## config.mk

```make
export PLATFORM = sky130hd
export DESIGN_NAME = mux_scan_ctrl
export DESIGN_NICKNAME = d
export VERILOG_FILES = /design/src/rtl/mux_scan_pkg.sv /design/src/rtl/mux_scan_settle_timer.sv /design/src/rtl/mux_scan_ctrl.sv
export SDC_FILE = /design/constraint.sdc
export NUM_CORES = 1
export LEC_CHECK = 0
export BUFFER_PORTS_ARGS = -buffer_cell sky130_fd_sc_hd__buf_2
export CORE_UTILIZATION = 50
export CTS_CLUSTER_DIAMETER = 200
export CTS_CLUSTER_SIZE = 8
export DETAILED_ROUTE_END_ITERATION = 6
export GPL_ROUTABILITY_DRIVEN = 0
export MAX_ROUTING_LAYER = met4
export PLACE_DENSITY = 0.72
export RECOVER_POWER = 100
export SYNTH_ARGS = -nofsm -noshare
export SYNTH_HDL_FRONTEND = slang
export SYNTH_SLANG_ARGS = --single-unit
```

## constraint.sdc

```tcl
create_clock -name clk -period 3.4 [get_ports clk]
set_input_delay 0.34 -clock clk [delete_from_list [all_inputs] [get_ports clk]]
set_output_delay 0.34 -clock clk [all_outputs]
set_load 0.01 [all_outputs]
```

## src/rtl/mux_scan_pkg.sv

```systemverilog
// ============================================================================
// Module   : mux_scan_pkg
// Purpose  : Shared FSM states and sizing constants for the mux scan controller.
// Revision : 1.0 - initial release
// ============================================================================
`default_nettype none

package mux_scan_pkg;

   localparam int NUM_CH   = 4;
   localparam int CH_W     = 2;
   localparam int SETTLE_W = 4;

   typedef enum logic [1:0] {
      IDLE = 2'd0,
      SCAN = 2'd1,
      HOLD = 2'd2
   } state_t;

endpackage

`default_nettype wire

```

## src/rtl/mux_scan_settle_timer.sv

```systemverilog
// ============================================================================
// Module   : mux_scan_settle_timer
// Purpose  : Counts 0..SETTLE while enabled; done marks the last cycle of a channel.
// Revision : 1.0 - initial release
// ============================================================================
`default_nettype none

module mux_scan_settle_timer
   import mux_scan_pkg::*;
#(
   parameter int SETTLE = 2
) (
   input  logic clk,
   input  logic rst_n,
   input  logic clr,
   input  logic en,
   output logic done
);

   localparam logic [SETTLE_W-1:0] C_LAST = SETTLE_W'(SETTLE);

   logic [SETTLE_W-1:0] r_cnt;

   assign done = en && (r_cnt == C_LAST);

   // Wraps to zero on done so the next channel starts a fresh settle window.
   always_ff @(posedge clk) begin
      if (!rst_n) begin
         r_cnt <= '0;
      end else if (clr || done) begin
         r_cnt <= '0;
      end else if (en) begin
         r_cnt <= r_cnt + 1'b1;
      end
   end

endmodule

`default_nettype wire

```

## src/rtl/mux_scan_ctrl.sv

```systemverilog
// ============================================================================
// Module   : mux_scan_ctrl
// Purpose  : Steps the 4:1 mux selects, samples d per channel, and hands out
//            the packed 4-bit word on a valid/ready interface.
//            Optional parity output enabled by MUX_SCAN_PARITY_EN.
// Revision : 1.0 - initial release
// ============================================================================
`default_nettype none

module mux_scan_ctrl
   import mux_scan_pkg::*;
#(
   parameter int SETTLE = 2
) (
   input  logic       clk,
   input  logic       rst_n,
   input  logic       start,
   input  logic       d,
   output logic       s1,
   output logic       s2,
   output logic       busy,
   output logic       word_valid,
   input  logic       word_ready,
   output logic [NUM_CH-1:0] word
`ifdef MUX_SCAN_PARITY_EN
   ,
   output logic       word_par
`endif
);

   localparam logic [CH_W-1:0] C_LAST_CH = CH_W'(NUM_CH - 1);

   state_t              r_state;
   state_t              w_state_nxt;
   logic [CH_W-1:0]     r_ch;
   logic [CH_W-1:0]     w_ch_nxt;
   logic [CH_W-1:0]     r_sel;
   logic [CH_W-1:0]     w_sel_nxt;
   logic [NUM_CH-1:0]   r_word;
   logic [NUM_CH-1:0]   w_word_nxt;
   logic                r_valid;
   logic                w_valid_nxt;
   logic                r_busy;
   logic                w_busy_nxt;
   logic                w_tmr_clr;
   logic                w_tmr_en;
   logic                w_tmr_done;
`ifdef MUX_SCAN_PARITY_EN
   logic                r_par;
   logic                w_par_nxt;
`endif

   mux_scan_settle_timer #(
      .SETTLE (SETTLE)
   ) u_settle_timer (
      .clk   (clk),
      .rst_n (rst_n),
      .clr   (w_tmr_clr),
      .en    (w_tmr_en),
      .done  (w_tmr_done)
   );

   always_comb begin
      w_state_nxt = r_state;
      w_ch_nxt    = r_ch;
      w_sel_nxt   = r_sel;
      w_word_nxt  = r_word;
      w_valid_nxt = r_valid;
      w_busy_nxt  = r_busy;
      w_tmr_clr   = 1'b0;
      w_tmr_en    = 1'b0;
`ifdef MUX_SCAN_PARITY_EN
      w_par_nxt   = r_par;
`endif
      case (r_state)
         IDLE: begin
            if (start) begin
               w_state_nxt = SCAN;
               w_ch_nxt    = '0;
               w_sel_nxt   = '0;
               w_busy_nxt  = 1'b1;
               w_tmr_clr   = 1'b1;
            end
         end
         SCAN: begin
            w_tmr_en = 1'b1;
            if (w_tmr_done) begin
               w_word_nxt[r_ch] = d;
               if (r_ch == C_LAST_CH) begin
                  // Selects park at channel 0 while the word waits downstream.
                  w_state_nxt = HOLD;
                  w_sel_nxt   = '0;
                  w_valid_nxt = 1'b1;
`ifdef MUX_SCAN_PARITY_EN
                  w_par_nxt   = ^w_word_nxt;
`endif
               end else begin
                  w_ch_nxt  = r_ch + 1'b1;
                  w_sel_nxt = r_ch + 1'b1;
               end
            end
         end
         HOLD: begin
            if (r_valid && word_ready) begin
               w_state_nxt = IDLE;
               w_valid_nxt = 1'b0;
               w_busy_nxt  = 1'b0;
            end
         end
         default: begin
            w_state_nxt = IDLE;
            w_sel_nxt   = '0;
            w_valid_nxt = 1'b0;
            w_busy_nxt  = 1'b0;
         end
      endcase
   end

   always_ff @(posedge clk) begin
      if (!rst_n) begin
         r_state <= IDLE;
         r_ch    <= '0;
         r_sel   <= '0;
         r_word  <= '0;
         r_valid <= 1'b0;
         r_busy  <= 1'b0;
`ifdef MUX_SCAN_PARITY_EN
         r_par   <= 1'b0;
`endif
      end else begin
         r_state <= w_state_nxt;
         r_ch    <= w_ch_nxt;
         r_sel   <= w_sel_nxt;
         r_word  <= w_word_nxt;
         r_valid <= w_valid_nxt;
         r_busy  <= w_busy_nxt;
`ifdef MUX_SCAN_PARITY_EN
         r_par   <= w_par_nxt;
`endif
      end
   end

   assign s1         = r_sel[1];
   assign s2         = r_sel[0];
   assign busy       = r_busy;
   assign word_valid = r_valid;
   assign word       = r_word;
`ifdef MUX_SCAN_PARITY_EN
   assign word_par   = r_par;
`endif

endmodule

`default_nettype wire

```

==> results of run 1 <==
## synth_stat cells (2+ instances only)
library cell	number	area share, %
or4b_1	2	2.4
a21oi_1	7	4.2
a21o_1	2	1.8
buf_2	2	1.2
inv_1	5	2.2
or3b_2	2	2.1
nand2_1	13	5.8
ha_1	6	8.9
nor3_1	2	1.2
nand2b_1	2	1.5
o21ai_0	4	2.4
dfxtp_1	16	38
mux2i_1	4	4.7
nand3_1	6	3.6
## state kept, by name, indices dropped and copies added, names as in the netlist
register,flops
word,4
word_valid,1
u_settle_timer.r_cnt,4
busy,1
r_sel,2
r_ch,2
r_state,2
## critical path, delay by kind of cell (launching register included)
family                     cells  cell delay [ps]
and+or+nand+nor                2             1150
DFF                            1              360
adders and majority gates      1              180
muxes                          1              180
buffers and inverters          1               80
## through the flow
stage / total power [mW] / util, %
floorplan: 0.222 / -
global placement: 0.229 / 58.8
detailed placement: 0.230 / 58.8
CTS: 0.359 / 61.1
global route: 0.372 / 60.1
finish: 0.358 / 60.1
## per-layer routing
layer  GRT usage (%)  wire, um
met3            3.83        98
met4            9.09        29
met1            29.9       900
met5               -         0
met2            32.1       708
## logic make-up after synthesis
| group | after synthesis | synth area share, % |
|---|---|---|
| flip-flops | 16 | 38.0 |
| adder cells (fa/ha/maj) | 6 | 8.90 |
| buffers and inverters | 8 | 4.30 |
| AND/OR/NAND/NOR | 38 | 27.3 |
| multiplexers | 4 | 4.75 |
| AO/OA/AOI/OAI | 22 | 16.8 |
## power by group
group	switching, mW	total (mW)	internal [mW]
Clock	0.0665	0.132	0.0652
Sequential	0.00601	0.197	0.191
Combinational	0.0172	0.0291	0.0118
Total	0.0897	0.358	0.268
## final cells by class
class	count	area, um^2	area share, %
Timing Repair Buffer	12	50.0	5.40
Clock buffer	4	36.3	3.91
Multi-Input combinational cell	70	482	52.0
Inverter	5	18.8	2.02
Sequential cell	16	320	34.5
Tap cell	16	20.0	2.16
## worst max-delay path by stage
stage / slack, ps / start / end / depth (start not counted)
6_report: 1340 / u_settle_timer.r_cnt[0] / word[3] / 5
5_1_grt: 1200 / u_settle_timer.r_cnt[0] / word[3] / 5
4_1_cts: 1770 / u_settle_timer.r_cnt[0] / u_settle_timer.r_cnt[1] / 5
3_5_place_dp: 1800 / u_settle_timer.r_cnt[0] / u_settle_timer.r_cnt[1] / 5
3_3_place_gp: 1800 / u_settle_timer.r_cnt[0] / u_settle_timer.r_cnt[1] / 5
2_1_floorplan: 1930 / u_settle_timer.r_cnt[0] / r_sel[0] / 5
==> metrics.yaml, run 1 <==
ys.flop_type: "dfxtp_1"
cts_resized: 0
ant_nets: 0
antenna_found_initial: 0
cts_buffer_depth: 2
io_buffers: 12
rrSetupSlack_ps: 1340
pre_cts_slack_ps: 1800
drt-total-wl_mm: 1.74
hold_path.class: "in -> reg"
whs_ps: 364
holdPathStages: 4
slowest_delay_ps: 870
crit_path_top_delay_cell: "nor3b_1"
grt_pass1_vias: 662
drt_first_iter_violations: 25
critPathLaunchType: "register"
antenna_cells: 0
grt_max_degree: 17
final_cell_mix: "dfxtp_1 (16), nand2_1 (13), clkbuf_1 (8)"
synth_cells: 94
viasPerCell: 6.07
criticalPathCategory: "reg -> reg"
fin_area_um2: 927
skew_ps: 6.61
dieArea_um2: 1860
hold_end: "word_valid"
arrival_ps: 2240
worst_slack_ps: 1340
yosysWarnings: 0
instances_no_fill: 123
h-tree-depth: 1
clk_latency_ps: 290
synth_cell_type_count: 35
via_count: 746
fin_crit_ps: 2060
r2r_start: "u_settle_timer.r_cnt[0]"
dieHeight_um: 43.1
drtPass1Iterations: 4
drv_slew: 0
synth-edff-count: 0
relSlewSlack_pct: 28.9
cts-root-buf: "clkbuf_4"
cap_violations: 0
crit_path_cell_trace: "inv_1 > ha_1 > nor3b_1 > nand3_1 > mux2i_1"
start_util_pct: 54.7
syn2layout_area_growth_pct: 9.94
ir_drop_uv: 206
hold_buffers: 0
nNetsFinal: 119
syn_area_um2: 843
power_density_nw_per_um2: 386
drive_gt1_share_pct: 10.3
final_common_cell: "dfxtp_1"
min_from: "word_ready"
grt_overflow: 0
post_dp_cell_area_um2: 906
wl_per_cell_um: 14.1
fin_crit_sh_pct: 60.4
fmax_mhz: 487
path_clk_slew_ps: 110
grt_pass1_wl_mm: 2.99
synth-seq-cells: 16
finalHoldViolCount: 0
remaining_drc_errors: 0
reg2reg_depth: 5
critPathRequiredTime_ps: 3580
leakagePower_nw: 0.373
worst_pin_slew_ps: 1060
fp.coreArea_um2: 1540
track_usage_pct: 21.9
syn_avg_cell_area_um2: 8.97
async_flop_share_pct: 0
dp_hpwl_mm: 1.22
setup-violations-final: 0
end_kind: "register"
cts_tree: "done"
path_max_fanout: 10
cts_sinks: 16
setup_tns_ps: 0
post_cts_buffers: 0
status: "finished, final reports clean"
io_pins: 13
numCtsBuffers: 3
dp.cells: 119
num_rows: 14
synth_fp_nets: 105
die_w_um: 43.1
synth-seq-area-share_pct: 38.0
rsz0062_at_grt: "false"
fill_cells: 142
timing.rr.end: "word[3]"
No activity file was read; power rests on OpenSTA's default activity.
==> inputs of run 2 (changes only) <==
- ABC_AREA: not set -> 1
- CORE_UTILIZATION: 50 -> 49
- PLACE_DENSITY: 0.72 -> 0.73
- clock period: 3.4 -> 1.7 ns (I/O delays scaled with it)
==> metrics.yaml, run 2 <==
end_kind: "register"
cts_buffer_depth: 2  # unchanged
worst_pin_slew_ps: 258  # -806 ps
via_count: 766  # +2.7%
synth-seq-area-share_pct: 36.9  # -1.1 points
dp_hpwl_mm: 1.16  # -5.1%
relSlewSlack_pct: 82.8  # +54 points
cp.buffers_inverters: 2  # +1
criticalPathCategory: "reg -> reg"
antenna_found_initial: 0  # unchanged
crit_family: "simple AND/OR/NAND/NOR gates"
antenna_cells: 0  # unchanged
crit_path_top_delay_cell: "dfxtp_1"
track_usage_pct: 19.7  # -2.2 points
fmax_mhz: 759  # +56%
drv_slew: 0  # unchanged
io_pins: 13  # unchanged
clk_latency_ps: 280  # about the same
fp.coreArea_um2: 1580  # +2.3%
syn_area_um2: 868  # +3.0%
h-tree-depth: 1  # unchanged
cts_resized: 0  # unchanged
die_w_um: 44.1  # +2.4%
cts-root-buf: "clkbuf_4"
rrSetupSlack_ps: 380  # -960 ps
path_clk_slew_ps: 90  # -20 ps
fin_crit_sh_pct: 77.5  # +17 points
crit_path_cell_trace: "inv_1 > ha_1 > nand2_1 > inv_1 > nand2_1 > nand3_1 > nor3_1"
syn_avg_cell_area_um2: 7.42  # -17%
synth-edff-count: 0  # unchanged
num_rows: 14  # unchanged
wl_per_cell_um: 10.7  # -24%
drt-total-wl_mm: 1.57  # -9.4%
viasPerCell: 5.21  # -14%
async_flop_share_pct: 0  # unchanged
dieArea_um2: 1940  # +4.8%
skew_ps: 6.21  # -0.401 ps
numCtsBuffers: 3  # unchanged
drt_first_iter_violations: 10  # -60%
critPathLaunchType: "register"
power_density_nw_per_um2: 882  # +130%
netlist_top_cells_area: "dfxtp_1 (37%), nand2_1 (11%), ha_1 (8.6%)"
drtPass1Iterations: 6  # +2
synth_top_cell_by_area: "dfxtp_1"
cp-startpoint: "u_settle_timer.r_cnt[0]"
ant_nets: 0  # unchanged
cts_tree: "done"
hold_path.class: "in -> reg"
final_common_cell: "nand2_1"
slowest_delay_ps: 390  # -480 ps
reg2reg_depth: 7  # +2
path_max_fanout: 8  # -2
cts_sinks: 16  # unchanged
grt_pass1_wl_mm: 2.73  # -8.5%
drive_gt1_share_pct: 13.0  # +2.7 points
synth_most_common_cell: "nand2_1"
rsz0062_at_grt: "false"
setup_tns_ps: 0  # unchanged
setup-violations-final: 0  # unchanged
start_util_pct: 55.1  # +0.37 points
ys.flop_type: "dfxtp_1"
dieHeight_um: 44.1  # +2.4%
post_cts_buffers: 0  # unchanged
finalHoldViolCount: 0  # unchanged
r2r_start: "u_settle_timer.r_cnt[0]"
cap_violations: 0  # unchanged
nNetsFinal: 144  # +21%
hold_buffers: 0  # unchanged
ir_drop_uv: 520  # +150%
grt_pass1_vias: 659  # -0.45%
leakagePower_nw: 0.418  # +12%
cp.depth: 7  # +2
fin_crit_ps: 1320  # -738 ps
synth_fp_nets: 128  # +22%
final_cell_mix: "nand2_1 (28), dfxtp_1 (16), inv_1 (13), nor2_1 (13), nand3_1 (12)"
whs_ps: 164  # -199 ps
fill_cells: 166  # +17%
critPathRequiredTime_ps: 1900  # -1680 ps
arrival_ps: 1520  # -720 ps
yosysWarnings: 0  # unchanged
crit_end: "u_settle_timer.r_cnt[3]"
remaining_drc_errors: 0  # unchanged
grt_overflow: 0  # unchanged
timing.rr.end: "u_settle_timer.r_cnt[3]"
synth_cell_type_count: 20  # -43%
status: "finished, final reports clean"
grt_max_degree: 14  # -3
syn2layout_area_growth_pct: 6.63
synthTopCellsByCount: "nand2_1 (26), dfxtp_1 (16), nor2_1 (13)"
synth_top_area_share_pct: 36.9  # -1.1 points
synth-seq-cells: 16  # unchanged
synth_cells: 117  # +24%
io_buffers: 12  # unchanged
## run 2: final cells by class
| type | instances | area, um^2 | area share [%] |
|---|---|---|---|
| Inverter | 15 | 61.3 | 6.62 |
| Tap cell | 16 | 20.0 | 2.16 |
| Sequential cell | 16 | 320 | 34.6 |
| Clock buffer | 3 | 22.5 | 2.43 |
| Multi-Input combinational cell | 85 | 452 | 48.8 |
| Timing Repair Buffer | 12 | 50.0 | 5.41 |
## run 2: cell families after synthesis
| group | count (synthesis) | share of synthesized area (%) |
|---|---|---|
| buffers and inverters | 16 | 9.37 |
| XOR/XNOR | 1 | 1.01 |
| adder cells (fa/ha/maj) | 6 | 8.65 |
| AND/OR/NAND/NOR | 68 | 38.3 |
| AO/OA/AOI/OAI | 10 | 5.76 |
| flip-flops | 16 | 36.9 |
## run 2: worst register-to-register path: cells and delay by family, from the launching register on
kind | cells | cell delay (ps)
simple gates | 4 | 480
flops | 1 | 390
buf+inv | 2 | 190
fa+ha+maj | 1 | 190
## run 2: worst min path at each step
| stage | startpoint | to | slack [ps] | cells after the start |
|---|---|---|---|---|
| final | d | word[3] | 160 | 3 |
| after global routing | rst_n | word[3] | 180 | 3 |
| after CTS | d | word[3] | 160 | 3 |
| after detailed placement | busy | busy | 450 | 2 |
| after global placement | word[2] | word[2] | 440 | 2 |
| after floorplan | rst_n | word[3] | 290 | 2 |
## run 2: power by group
part           leakage, nW  total [mW]  internal [mW]  switching [mW]
sequential           0.130       0.421          0.399          0.0218
combinational        0.274       0.205         0.0672           0.138
clock               0.0138       0.190         0.0821           0.108
total                0.418       0.816          0.548           0.268
## run 2: through the flow
| stage | instances | total power, mW | worst slack (ps) | util (%) | area, um^2 |
|---|---|---|---|---|---|
| 6_report | 147 | 0.816 | 383 | 58.7 | 926 |
| 5_1_grt | 147 | 0.884 | 199 | 58.7 | 926 |
| 4_1_cts | 147 | 0.838 | 376 | 60.3 | 951 |
| 3_5_place_dp | 144 | 0.645 | 405 | 58.9 | 928 |
| 3_3_place_gp | 144 | 0.642 | 426 | 58.9 | 928 |
| 2_1_floorplan | 117 | 0.613 | 538 | - | 868 |
## run 2: per-layer routing
layer	wire length [um]	track usage, %	part of all wire [%]
met4	29	13.3	1.8
met5	0	-	0
met2	690	27.4	44
met3	39	2.45	2.5
met1	813	26.5	52
